===== src/rtl/rf_pkg.sv =====
// Shared encodings and default widths for the register-file writeback path.
package rf_pkg;

   localparam int ADDR_W       = 5;
   localparam int DATA_W       = 32;
   localparam int STARVE_LIMIT = 4;
   localparam int CNT_W        = 4;

   localparam logic [4:0] REG_RA = 5'd31;

   typedef enum logic [1:0] {
      SRC_NONE = 2'd0,
      SRC_ALU  = 2'd1,
      SRC_MEM  = 2'd2,
      SRC_LINK = 2'd3
   } src_e;

endpackage


===== src/rtl/rf_src_aging.sv =====
// Per-source wait counter: counts cycles a request sits un-granted, saturating at the limit.
module rf_src_aging #(
   parameter int STARVE_LIMIT = 4
) (
   input  logic       clock,
   input  logic       reset,
   input  logic       valid,
   input  logic       ready,
   output logic       starved,
   output logic [3:0] wait_cnt
);
   import rf_pkg::*;

   localparam logic [CNT_W-1:0] LIMIT = CNT_W'(STARVE_LIMIT);

   logic [CNT_W-1:0] wait_cnt_q;
   logic [CNT_W-1:0] wait_cnt_d;

   always_comb begin
      wait_cnt_d = wait_cnt_q;
      if (reset || !valid || ready) begin
         wait_cnt_d = '0;
      end else if (wait_cnt_q != LIMIT) begin
         wait_cnt_d = wait_cnt_q + 1'b1;
      end
   end

   always_ff @(posedge clock) begin
      wait_cnt_q <= wait_cnt_d;
   end

   assign starved  = (wait_cnt_q == LIMIT);
   assign wait_cnt = wait_cnt_q;

endmodule


===== src/rtl/rf_write_arbiter.sv =====
// Arbitrates the single regfile write port between LINK, MEM and ALU writeback sources,
// with aging so a waiting source is eventually promoted; also reports rs/rt write hazards.
module rf_write_arbiter #(
   parameter int DATA_W       = rf_pkg::DATA_W,
   parameter int ADDR_W       = rf_pkg::ADDR_W,
   parameter int STARVE_LIMIT = rf_pkg::STARVE_LIMIT
) (
   input  logic              clock,
   input  logic              reset,
   input  logic              link_valid,
   output logic              link_ready,
   input  logic [ADDR_W-1:0] link_addr,
   input  logic [DATA_W-1:0] link_data,
   input  logic              mem_valid,
   output logic              mem_ready,
   input  logic [ADDR_W-1:0] mem_addr,
   input  logic [DATA_W-1:0] mem_data,
   input  logic              alu_valid,
   output logic              alu_ready,
   input  logic [ADDR_W-1:0] alu_addr,
   input  logic [DATA_W-1:0] alu_data,
   output logic              rf_wr_en,
   output logic [ADDR_W-1:0] rf_wr_addr,
   output logic [DATA_W-1:0] rf_wr_data,
   input  logic [ADDR_W-1:0] rs_addr,
   input  logic [ADDR_W-1:0] rt_addr,
   output logic              rs_busy,
   output logic              rt_busy,
   output logic [1:0]        grant_src,
   output logic              starve_evt
);
   import rf_pkg::*;

   logic       link_starved, mem_starved, alu_starved;
   logic [3:0] link_wait, mem_wait, alu_wait;
   logic       link_st_v, mem_st_v, alu_st_v;

   src_e              fixed_win, starve_win, win;
   logic [ADDR_W-1:0] win_addr;
   logic [DATA_W-1:0] win_data;
   logic              evt;

   logic              rf_wr_en_q, rf_wr_en_d;
   logic [ADDR_W-1:0] rf_wr_addr_q, rf_wr_addr_d;
   logic [DATA_W-1:0] rf_wr_data_q, rf_wr_data_d;
   src_e              grant_src_q, grant_src_d;
   logic              starve_evt_q, starve_evt_d;

   rf_src_aging #(.STARVE_LIMIT(STARVE_LIMIT)) u_age_link (
      .clock(clock), .reset(reset), .valid(link_valid), .ready(link_ready),
      .starved(link_starved), .wait_cnt(link_wait)
   );
   rf_src_aging #(.STARVE_LIMIT(STARVE_LIMIT)) u_age_mem (
      .clock(clock), .reset(reset), .valid(mem_valid), .ready(mem_ready),
      .starved(mem_starved), .wait_cnt(mem_wait)
   );
   rf_src_aging #(.STARVE_LIMIT(STARVE_LIMIT)) u_age_alu (
      .clock(clock), .reset(reset), .valid(alu_valid), .ready(alu_ready),
      .starved(alu_starved), .wait_cnt(alu_wait)
   );

   // A saturated counter only counts as starved while its request is still up.
   assign link_st_v = link_starved & link_valid;
   assign mem_st_v  = mem_starved & mem_valid;
   assign alu_st_v  = alu_starved & alu_valid;

   always_comb begin
      fixed_win = SRC_NONE;
      if (link_valid)     fixed_win = SRC_LINK;
      else if (mem_valid) fixed_win = SRC_MEM;
      else if (alu_valid) fixed_win = SRC_ALU;

      starve_win = SRC_NONE;
      if (link_st_v)     starve_win = SRC_LINK;
      else if (mem_st_v) starve_win = SRC_MEM;
      else if (alu_st_v) starve_win = SRC_ALU;

      win = (starve_win != SRC_NONE) ? starve_win : fixed_win;
      if (reset) win = SRC_NONE;

      evt = !reset && (starve_win != SRC_NONE) && (starve_win != fixed_win);

      win_addr = alu_addr;
      win_data = alu_data;
      case (win)
         SRC_LINK: begin win_addr = link_addr; win_data = link_data; end
         SRC_MEM:  begin win_addr = mem_addr;  win_data = mem_data;  end
         default:  begin win_addr = alu_addr;  win_data = alu_data;  end
      endcase
   end

   assign link_ready = (win == SRC_LINK);
   assign mem_ready  = (win == SRC_MEM);
   assign alu_ready  = (win == SRC_ALU);

   always_comb begin
      rf_wr_en_d   = (win != SRC_NONE) && (win_addr != '0);
      rf_wr_addr_d = (win != SRC_NONE) ? win_addr : rf_wr_addr_q;
      rf_wr_data_d = (win != SRC_NONE) ? win_data : rf_wr_data_q;
      grant_src_d  = win;
      starve_evt_d = evt;
      if (reset) begin
         rf_wr_en_d   = 1'b0;
         rf_wr_addr_d = '0;
         rf_wr_data_d = '0;
         grant_src_d  = SRC_NONE;
         starve_evt_d = 1'b0;
      end
   end

   always_ff @(posedge clock) begin
      rf_wr_en_q   <= rf_wr_en_d;
      rf_wr_addr_q <= rf_wr_addr_d;
      rf_wr_data_q <= rf_wr_data_d;
      grant_src_q  <= grant_src_d;
      starve_evt_q <= starve_evt_d;
   end

   // Masking with reset kills a grant already in the output register before the
   // regfile samples it on the negedge, so a mid-operation reset issues no write.
   assign rf_wr_en   = rf_wr_en_q & ~reset;
   assign rf_wr_addr = reset ? '0 : rf_wr_addr_q;
   assign rf_wr_data = reset ? '0 : rf_wr_data_q;
   assign grant_src  = reset ? 2'd0 : grant_src_q;
   assign starve_evt = starve_evt_q & ~reset;

   assign rs_busy = (rs_addr != '0) &&
                    ((link_valid && link_addr == rs_addr) ||
                     (mem_valid  && mem_addr  == rs_addr) ||
                     (alu_valid  && alu_addr  == rs_addr) ||
                     (rf_wr_en   && rf_wr_addr == rs_addr));
   assign rt_busy = (rt_addr != '0) &&
                    ((link_valid && link_addr == rt_addr) ||
                     (mem_valid  && mem_addr  == rt_addr) ||
                     (alu_valid  && alu_addr  == rt_addr) ||
                     (rf_wr_en   && rf_wr_addr == rt_addr));

endmodule


===== config.mk =====
export PLATFORM = sky130hd
export DESIGN_NAME = rf_write_arbiter
export DESIGN_NICKNAME = d
export VERILOG_FILES = /design/src/rtl/rf_pkg.sv /design/src/rtl/rf_src_aging.sv /design/src/rtl/rf_write_arbiter.sv
export SDC_FILE = /design/constraint.sdc
export NUM_CORES = 1
export LEC_CHECK = 0
export CORE_UTILIZATION = 44
export DETAILED_ROUTE_END_ITERATION = 7
export PLACE_DENSITY = 0.84
export RECOVER_POWER = 50
export SYNTH_ARGS = -nofsm -noshare
export SYNTH_HDL_FRONTEND = slang
export SYNTH_SLANG_ARGS = --single-unit

===== constraint.sdc =====
create_clock -name clock -period 4.5 [get_ports clock]
set_input_delay 1.125 -clock clock [delete_from_list [all_inputs] [get_ports clock]]
set_output_delay 1.125 -clock clock [all_outputs]
set_load 0.02 [all_outputs]

Yosys cells after proc, flatten, opt, wreduce, memory -nomap -nowiden. Index checks and enable logic that the tools add are counted.

Register bits: 53. Bits in latches: 0. Input port bits: 126. Logic and storage cells: 82. ROM bits: 0. Memories kept: 0. RAM bits: 0. Output and inout bits: 46.

Reduce and logical (&&, ||, !) cells: 34. Add/sub/neg operators: 3. Muxes and demuxes: 13. Shifts and indexed selects: 0. Div/mod/pow operators: 0. Equality and inequality tests: 18. $mul: 0. Order comparisons: 0. Bitwise gates (word level): 6.

Operators by type and width (count): 32-bit case mux with 2 select lines (1); 5-bit equality test (8); 32-bit 2-to-1 mux (1); 5-bit nonzero test (3); 2-bit 2-to-1 mux (7); 1-bit logical AND (13); 4-bit by 1-bit adder with 4-bit output (second input constant) (3); 4-bit by 3-bit equality test with 1-bit output (second input constant) (3); 1-bit logical OR (12); 4-bit by 3-bit != test with 1-bit output (second input constant) (3); 5-bit case mux with 2 select lines (1); 1-bit bitwise AND (5); 5-bit 2-to-1 mux (1); 2-bit equality test (second input constant) (2); 1-bit zero test (4); 2-bit nonzero test (2); 2-bit by 1-bit equality test with 1-bit output (second input constant) (1); 1-bit 2-to-1 mux (2); 2-bit != test (1); 1-bit inverter (1).

Longest topological paths before layout. Gate-level depths: netlist (run 1).

Depth in word-level cells: 12. Depth in mapped cells: 9. Depth with buffers taken out: 7.

Hierarchy. Synthesis (run 1) repeated with hierarchy kept, for this count alone.

Cell total of the unflattened synthesis: 507. Area, all modules: 3743.6 um^2.

By module, submodules not included: rf_write_arbiter (sequential area each 820.8 um^2, cells each 444, instances 1, area each 3154.3 um^2); rf_src_aging (sequential area each 80.1 um^2, cells each 21, instances 3, area each 196.4 um^2).

Least setup slack after synthesis (run 1). Ideal clock, no wire load.

Path kind: input-to-output. Start point: input port reset. End point: output port rt_busy. Data required time: 3.375 ns. Cell stages on the path: 6. Arrival: 2.324 ns. Slack: 1.051 ns. Buffers on the path: 1. Cell sequence: clkbuf_1 -> nor2b_1 -> xnor2_1 -> nand3_1 -> nor2_1 -> o22a_1.

Longest elaborated chain between the ends: 5. Elaborated cells between the ends (all ways): 7. Those cells by class: eq/ne (1); mux (1); bitwise (2); reduce/logical (3).

Ends and longest elaborated chain: start: declaration (line rf_write_arbiter.sv:9) `input logic reset,`; 5-bit 2-to-1 mux (line rf_write_arbiter.sv:122) `assign rf_wr_addr = reset ? '0 : rf_wr_addr_q;`; named net rf_wr_addr[1] (line rf_write_arbiter.sv:23) `output logic [ADDR_W-1:0] rf_wr_addr,`; 5-bit equality test (line rf_write_arbiter.sv:136) `(rf_wr_en && rf_wr_addr == rt_addr));`; 1-bit logical AND (line rf_write_arbiter.sv:136); 1-bit logical OR (line rf_write_arbiter.sv:135) `(alu_valid && alu_addr == rt_addr) ||`; 1-bit logical AND (line rf_write_arbiter.sv:132) `assign rt_busy = (rt_addr != '0) &&`; end: declaration (line rf_write_arbiter.sv:28) `output logic rt_busy,`.

The timed path passes the listed nets, and every way through them passes these cells.

Worst setup path in the final report (run 1).
Start point: input port link_valid. End point: register rf_wr_en_q.

Longest elaborated chain between the ends: 9. Elaborated cells between the ends (all ways): 12. Those cells by class: eq/ne (2); mux (5); bitwise (1); reduce/logical (4).

Ends and longest elaborated chain: start: declaration (line rf_write_arbiter.sv:10) `input logic link_valid,`; 1-bit bitwise AND (line rf_write_arbiter.sv:63) `assign link_st_v = link_starved & link_valid;`; 2-bit 2-to-1 mux (line rf_write_arbiter.sv:74) `if (link_st_v) starve_win = SRC_LINK;`; 2-bit nonzero test (line rf_write_arbiter.sv:78) `win = (starve_win != SRC_NONE) ? starve_win : fixed_win;`; 2-bit 2-to-1 mux * (line rf_write_arbiter.sv:78); 2-bit 2-to-1 mux * (line rf_write_arbiter.sv:79) `if (reset) win = SRC_NONE;`; 2-bit equality test (line rf_write_arbiter.sv:85) `case (win)`; 5-bit case mux with 2 select lines (line rf_write_arbiter.sv:85); 5-bit nonzero test (line rf_write_arbiter.sv:97) `rf_wr_en_d = (win != SRC_NONE) && (win_addr != '0);`; 1-bit logical AND * (line rf_write_arbiter.sv:97); end signal: assignment (line rf_write_arbiter.sv:112) `rf_wr_en_q <= rf_wr_en_d;`; end: declaration (line rf_write_arbiter.sv:43) `logic rf_wr_en_q, rf_wr_en_d;`.

Every way passes the cells marked *; elsewhere a longest branch is shown, timed or not. A chain may end at the register's enable or synchronous reset.

==> results.py, run 1 <==
metrics = {
    "status": {
        "status": "finished, violations left",
        "violations": "max-capacitance violations, max-slew violations",
    },
    "detailed_routing": {
        "drt_pass1_iterations": 6,
        "drt-initial-drc-count": 205,
        "via_per_inst": 5.42,
        "ant_nets": 0,
        "drc": 0,
        "routed_wl_um": 11000,
        "wire_per_inst_um": 16.3,
        "num_vias": 3653,
    },
    "cts": {
        "htreeDepth": 2,
        "clkSlewWorstSetupHoldPaths_ps": 100,
        "clock_latency_ps": 300,
        "cts_buffer_depth": 2,
        "post_cts_resized": 0,
        "hold_buffers": 0,
        "cts_tree": "yes",
        "root_buffer": "clkbuf_8",
        "cts_inserted_buffers": 5,
        "cts_sinks": 53,
        "post_cts_buffers": 0,
    },
    "synthesis": {
        "ys_warn_count": 0,
        "synth-edff-count": 0,
        "yosysMostFrequentCell": "dfxtp_1",
        "synth_nets": 553,
        "synth_top_area_share_pct": 31.7,
        "synth_ff_type": "dfxtp_1",
        "ys_async_sr_fraction_pct": 0,
        "syn_area_um2": 3350,
        "syn_area_per_cell_um2": 7.95,
        "synth_cells": 421,
        "synth_top_area_cell": "dfxtp_1",
        "ys_seq_area_share_pct": 31.7,
        "synth.distinct_cells": 41,
        "netlist_top_cells_count": "53 x dfxtp_1, 51 x nor2_1, 42 x nor2b_1",
        "synth_area_leaders": "dfxtp_1 32%, nor2b_1 7.9%, xor2_1 6.3%, nor2_1 5.7%, a22oi_1 5.4%",
        "synth-seq-cells": 53,
    },
    "sta": {
        "skew_ps": 5.55,
        "slew_headroom_pct": -33.5,
        "finalMaxSlewViolations": 83,
        "post-route-min-period_ps": 4310,
        "hold_violations": 0,
        "max_freq_ghz": 0.232,
        "finalSetupViolCount": 0,
        "timing.final.ws_setup_ps": 194,
        "worstMarginPinSlew_ps": 2000,
        "fin_setup_tns_ps": 0,
        "rsz0062_at_grt": "no",
        "post-route-period-util_pct": 95.7,
    },
    "min_path": {
        "hp-class": "flip-flop to flip-flop",
    },
    "die": {
        "rows": 31,
        "die_w_um": 89.2,
        "start_util_pct": 45.9,
        "io_pins": 172,
        "die_y_um": 89.2,
        "dieArea_um2": 7960,
        "coreArea_um2": 7290,
    },
    "worst_setup_path": {
        "crit_family": "buffers and inverters",
        "cp_cell_sequence": "dlygate4sd3_1, clkbuf_1, a21o_1, a21oi_4, clkbuf_1, a22oi_1, a41oi_1",
        "crit_path_end_kind": "flip-flop",
        "worst-path-buf-inv": 3,
        "cp-start-kind": "input port",
        "cp_slowest_stage_delay_ps": 1450,
        "cpMaxStageDelayCell": "clkbuf_1",
        "path_common_cell": "clkbuf_1",
        "cp_data_required_time_ps": 4730,
        "critPathKind": "input port to flip-flop",
        "crit_fanout": 42,
        "crit_arrival_ps": 4530,
    },
    "layout": {
        "area_delta_synth_final_pct": 55.4,
        "fill_cells": 629,
        "drive_gt1_share_pct": 4.00,
        "diodes": 0,
        "nNetsFinal": 706,
        "final_area_um2": 5200,
        "final_core_util_pct": 71.3,
    },
    "global_route": {
        "grtUsageTotal_pct": 27.0,
        "overflow": 0,
        "grt_pass1_wl_um": 16500,
        "grt_start_max_net_pins": 43,
        "first_global_vias": 3496,
        "antenna_found_initial": 0,
    },
    "placement": {
        "gp_congestion": 0.952,
        "placed_area_um2": 5120,
        "port_buffers": 171,
        "dp_hpwl_um": 8340,
        "dp_slack_ps": 261,
    },
    "power": {
        "power_density_nw_per_um2": 232,
        "ir_worst_vdd_mv": 0.162,
        "power.leakage_nw": 1.88,
    },
    "job": {
        "cap_violations": 2,
    },
}
[layer usage]
layer / up-vias / part of all wire (%) / GRT usage [%]
li1: 1805 / - / -
met1: 1663 / 40 / 31.4
met2: 162 / 50 / 49.3
met3: 23 / 7.6 / 4.71
met4: 0 / 2.3 / 10.5
met5: - / 0 / 0
[flip-flops by register name (all words and copies together) (netlist names)]
signal / cells
u_age_link.wait_cnt: 4
rf_wr_data_q: 32
starve_evt_q: 1
u_age_mem.wait_cnt: 4
rf_wr_addr_q: 5
u_age_alu.wait_cnt: 4
rf_wr_en_q: 1
grant_src_q: 2
[placed cells by master, fill, tap and decap left out, types with 2 or more instances in the layout]
master and instances:
nor2_1 50, or2_2 2, nand2_1 5, a222oi_1 13, inv_1 10, xor2_1 24, nand3b_1 4, clkbuf_1 4
nor4_1 6, nand2b_1 5, xnor2_1 18, buf_4 7, o22a_1 2, a211oi_1 21, nand3_1 18, nor2b_1 42
clkbuf_8 6, ha_1 6, o21ai_0 15, a21oi_1 23, a21oi_4 2, or4_1 3, o21ai_1 13, dfxtp_1 53
clkdlybuf4s50_1 169, a22oi_1 24, nor3_1 10, and4b_1 2, and3b_1 2
[power breakdown]
group	internal, W	leakage (nW)	total (W)	switching (W)
Clock	0.000125	0.0512	0.000282	0.000157
Combinational	0.000219	1.39	0.000407	0.000187
Sequential	0.000504	0.438	0.000518	0.0000136
Total	0.000849	1.88	0.00121	0.000358
[path summary, 6_finish.rpt]
path,start,slack (ps),end,cells past startpoint
max,link_valid,190,rf_wr_en_q$_SDFF_PP0_,7
min,u_age_link.wait_cnt[0]$_SDFFE_PP0P_,480,u_age_link.wait_cnt[0]$_SDFFE_PP0P_,1
max reg2reg,u_age_alu.wait_cnt[0]$_SDFFE_PP0P_,840,rf_wr_en_q$_SDFF_PP0_,8
min reg2reg,u_age_link.wait_cnt[0]$_SDFFE_PP0P_,480,u_age_link.wait_cnt[0]$_SDFFE_PP0P_,1
[stage by stage]
stage | cells | power, W | hold WS [ps]
3_3_place_gp | 666 | 0.000929 | 446
4_1_cts | 674 | 0.00122 | 492
2_1_floorplan | 421 | 0.000727 | 430
6_report | 674 | 0.00121 | 484
5_1_grt | 674 | 0.00127 | 516
3_5_place_dp | 666 | 0.000936 | 468
[final cells by class]
cell class	instances	area, um2	area share (%)
repair buffers	183	1790	34.5
well taps	99	124	2.38
inverters	10	37.5	0.722
clock inverters	2	13.8	0.265
flip-flops and latches	53	1060	20.4
clock buffers	6	82.6	1.59
multi-input cells	321	2090	40.1
[kinds of logic after synthesis]
| group | Yosys count | synth area share, % |
|---|---|---|
| xor gates and xnor gates | 42 | 11.0 |
| DFF | 53 | 31.7 |
| and+or+nand+nor | 152 | 23.9 |
| buffers and inverters | 47 | 6.47 |
| AOI/OAI and AO/OA | 121 | 24.7 |
| adders and majority gates | 6 | 2.24 |
(Power assumes the default switching activity.)
==> inputs of run 2 (changes only) <==
--- a/config.mk
+++ b/config.mk
@@ -5,10 +5,11 @@
 export SDC_FILE = /design/constraint.sdc
 export NUM_CORES = 1
 export LEC_CHECK = 0
-export CORE_UTILIZATION = 44
+export CORE_UTILIZATION = 40
 export DETAILED_ROUTE_END_ITERATION = 7
-export PLACE_DENSITY = 0.84
+export PLACE_DENSITY = 0.77
 export RECOVER_POWER = 50
+export SLEW_MARGIN = 30
 export SYNTH_ARGS = -nofsm -noshare
 export SYNTH_HDL_FRONTEND = slang
 export SYNTH_SLANG_ARGS = --single-unit
==> constraint.sdc (replaced) <==
create_clock -name clock -period 4.8 [get_ports clock]
set_input_delay 1.2 -clock clock [delete_from_list [all_inputs] [get_ports clock]]
set_output_delay 1.2 -clock clock [all_outputs]
set_load 0.02 [all_outputs]
==> results.py, run 2 (synthesis gave the netlist of run 1 again) <==
metrics = {
    "cts": {
        "root_buffer": "clkbuf_8",
        "cts_buffer_depth": 2,
        "cts_sinks": 53,
        "post_cts_resized": 0,
        "cts_inserted_buffers": 5,
        "htreeDepth": 2,
        "hold_buffers": 0,
        "clkSlewWorstSetupHoldPaths_ps": 100,
        "cts_tree": "yes",
        "post_cts_buffers": 0,
        "clock_latency_ps": 310,
    },
    "detailed_routing": {
        "via_per_inst": 5.43,
        "top_layer": "met4",
        "ant_nets": 0,
        "num_vias": 3659,
        "wl_met2_um": 5330,
        "drt_pass1_iterations": 5,
        "drc": 0,
        "wire_per_inst_um": 16.2,
        "routed_wl_um": 10900,
        "wirelength_met1_um": 4580,
        "drt-initial-drc-count": 189,
        "wl_met3_um": 756,
    },
    "worst_setup_path": {
        "cpMaxStageDelayCell": "clkdlybuf4s50_1",
        "reg2regPathDepth": 8,
        "crit_path_end_kind": "output port",
        "crit_family": "buffers and inverters",
        "cp-start-kind": "input port",
        "cp_cell_sequence": "clkdlybuf4s50_1, xor2_1, nor4_1, nand3_1, nand3_1, o22a_1, clkdlybuf4s50_1",
        "worst-path-buf-inv": 2,
        "critPathKind": "input port to output port",
        "r2r_slack_ps": 1160,
        "crit_arrival_ps": 3180,
        "r2r_end": "rf_wr_data_q[1]$_SDFFE_PP0P_",
        "crit_fanout": 4,
        "cp_data_required_time_ps": 3600,
        "cp_slowest_stage_delay_ps": 590,
        "r2r-start": "u_age_alu.wait_cnt[0]$_SDFFE_PP0P_",
    },
    "placement": {
        "dp_slack_ps": 415,
        "placed_area_um2": 5090,
        "gp_congestion": 0.887,
        "port_buffers": 171,
        "dp_hpwl_um": 8230,
    },
    "min_path": {
        "hold_path_depth": 1,
        "hp-class": "flip-flop to flip-flop",
        "min_from": "u_age_link.wait_cnt[0]$_SDFFE_PP0P_",
        "holdPathEnd": "u_age_link.wait_cnt[0]$_SDFFE_PP0P_",
    },
    "sta": {
        "finalSetupViolCount": 0,
        "skew_ps": 8.16,
        "timing.hold.ws_ps": 478,
        "finalMaxSlewViolations": 103,
        "timing.final.ws_setup_ps": 419,
        "slew_headroom_pct": -41.3,
        "rsz0062_at_grt": "no",
        "post-route-period-util_pct": 91.3,
        "worstMarginPinSlew_ps": 2120,
        "max_freq_ghz": 0.228,
        "fin_setup_tns_ps": 0,
        "hold_violations": 0,
        "post-route-min-period_ps": 4380,
    },
    "die": {
        "die_y_um": 93.5,
        "rows": 32,
        "coreArea_um2": 7930,
        "die_w_um": 93.5,
        "start_util_pct": 42.2,
        "dieArea_um2": 8740,
        "io_pins": 172,
    },
    "layout": {
        "largest_reg_flops": 32,
        "area_delta_synth_final_pct": 55.0,
        "nNetsFinal": 703,
        "multiInputGateArea_um2": 2080,
        "final_common_cell": "clkdlybuf4s50_1",
        "regMostFlops": "rf_wr_data_q",
        "diodes": 0,
        "drive_gt1_share_pct": 3.50,
        "final_cell_mix": "169 x clkdlybuf4s50_1, 53 x dfxtp_1, 50 x nor2_1",
        "regArea_um2": 1060,
        "fill_cells": 671,
        "final_area_um2": 5190,
        "reg.largest.list": "rf_wr_data_q: 32 flops, rf_wr_addr_q: 5 flops",
    },
    "global_route": {
        "antenna_found_initial": 0,
        "grt_start_max_net_pins": 43,
        "first_global_vias": 3504,
        "grt_pass1_wl_um": 17000,
        "overflow": 0,
        "grtUsageTotal_pct": 24.7,
    },
    "job": {
        "cap_violations": 3,
    },
    "power": {
        "ir_worst_vdd_mv": 0.126,
        "power.leakage_nw": 1.87,
        "power_w": 0.00118,
        "power_density_nw_per_um2": 228,
    },
    "status": {
        "status": "finished, violations left",
        "violations": "max-capacitance violations, max-slew violations",
    },
}
run 2: where the power goes:
part           internal, W  switching [W]
registers         0.000473      0.0000131
logic             0.000203       0.000173
clock network     0.000170       0.000153
total             0.000845       0.000339
run 2: metrics by stage:
step / cells / utilization, %
final: 674 / 65.4
after global placement: 666 / 64.2
after floorplan: 421 / -
after detailed placement: 666 / 64.2
after CTS: 674 / 65.7
after global routing: 674 / 65.4
run 2: worst max-delay path by stage:
| stage | end | start | depth (start not counted) | slack [ps] |
|---|---|---|---|---|
| 2_1_floorplan | rt_busy | reset | 6 | 1200 |
| 3_3_place_gp | rs_busy | rs_addr[2] | 7 | 420 |
| 3_5_place_dp | rt_busy | rt_addr[1] | 7 | 420 |
| 4_1_cts | rt_busy | rt_addr[1] | 7 | 400 |
| 5_1_grt | rf_wr_data_q[10]$_SDFFE_PP0P_ | mem_valid | 6 | 150 |
| 6_report | rs_busy | alu_addr[1] | 7 | 420 |
run 2: cell type report:
class                           count  area share [%]
Timing Repair Buffer              180            34.0
Inverter                           10           0.724
Clock inverter                      2           0.724
Clock buffer                        6            1.59
Sequential cell                    53            20.5
Tap cell                          102            2.46
Multi-Input combinational cell    321            40.0
run 2: routing by layer:
metal / vias up / global-route usage (%)
met4: 0 / 8.08
li1: 1809 / -
met1: 1675 / 30.7
met3: 17 / 2.93
met5: - / 0
met2: 158 / 44.1
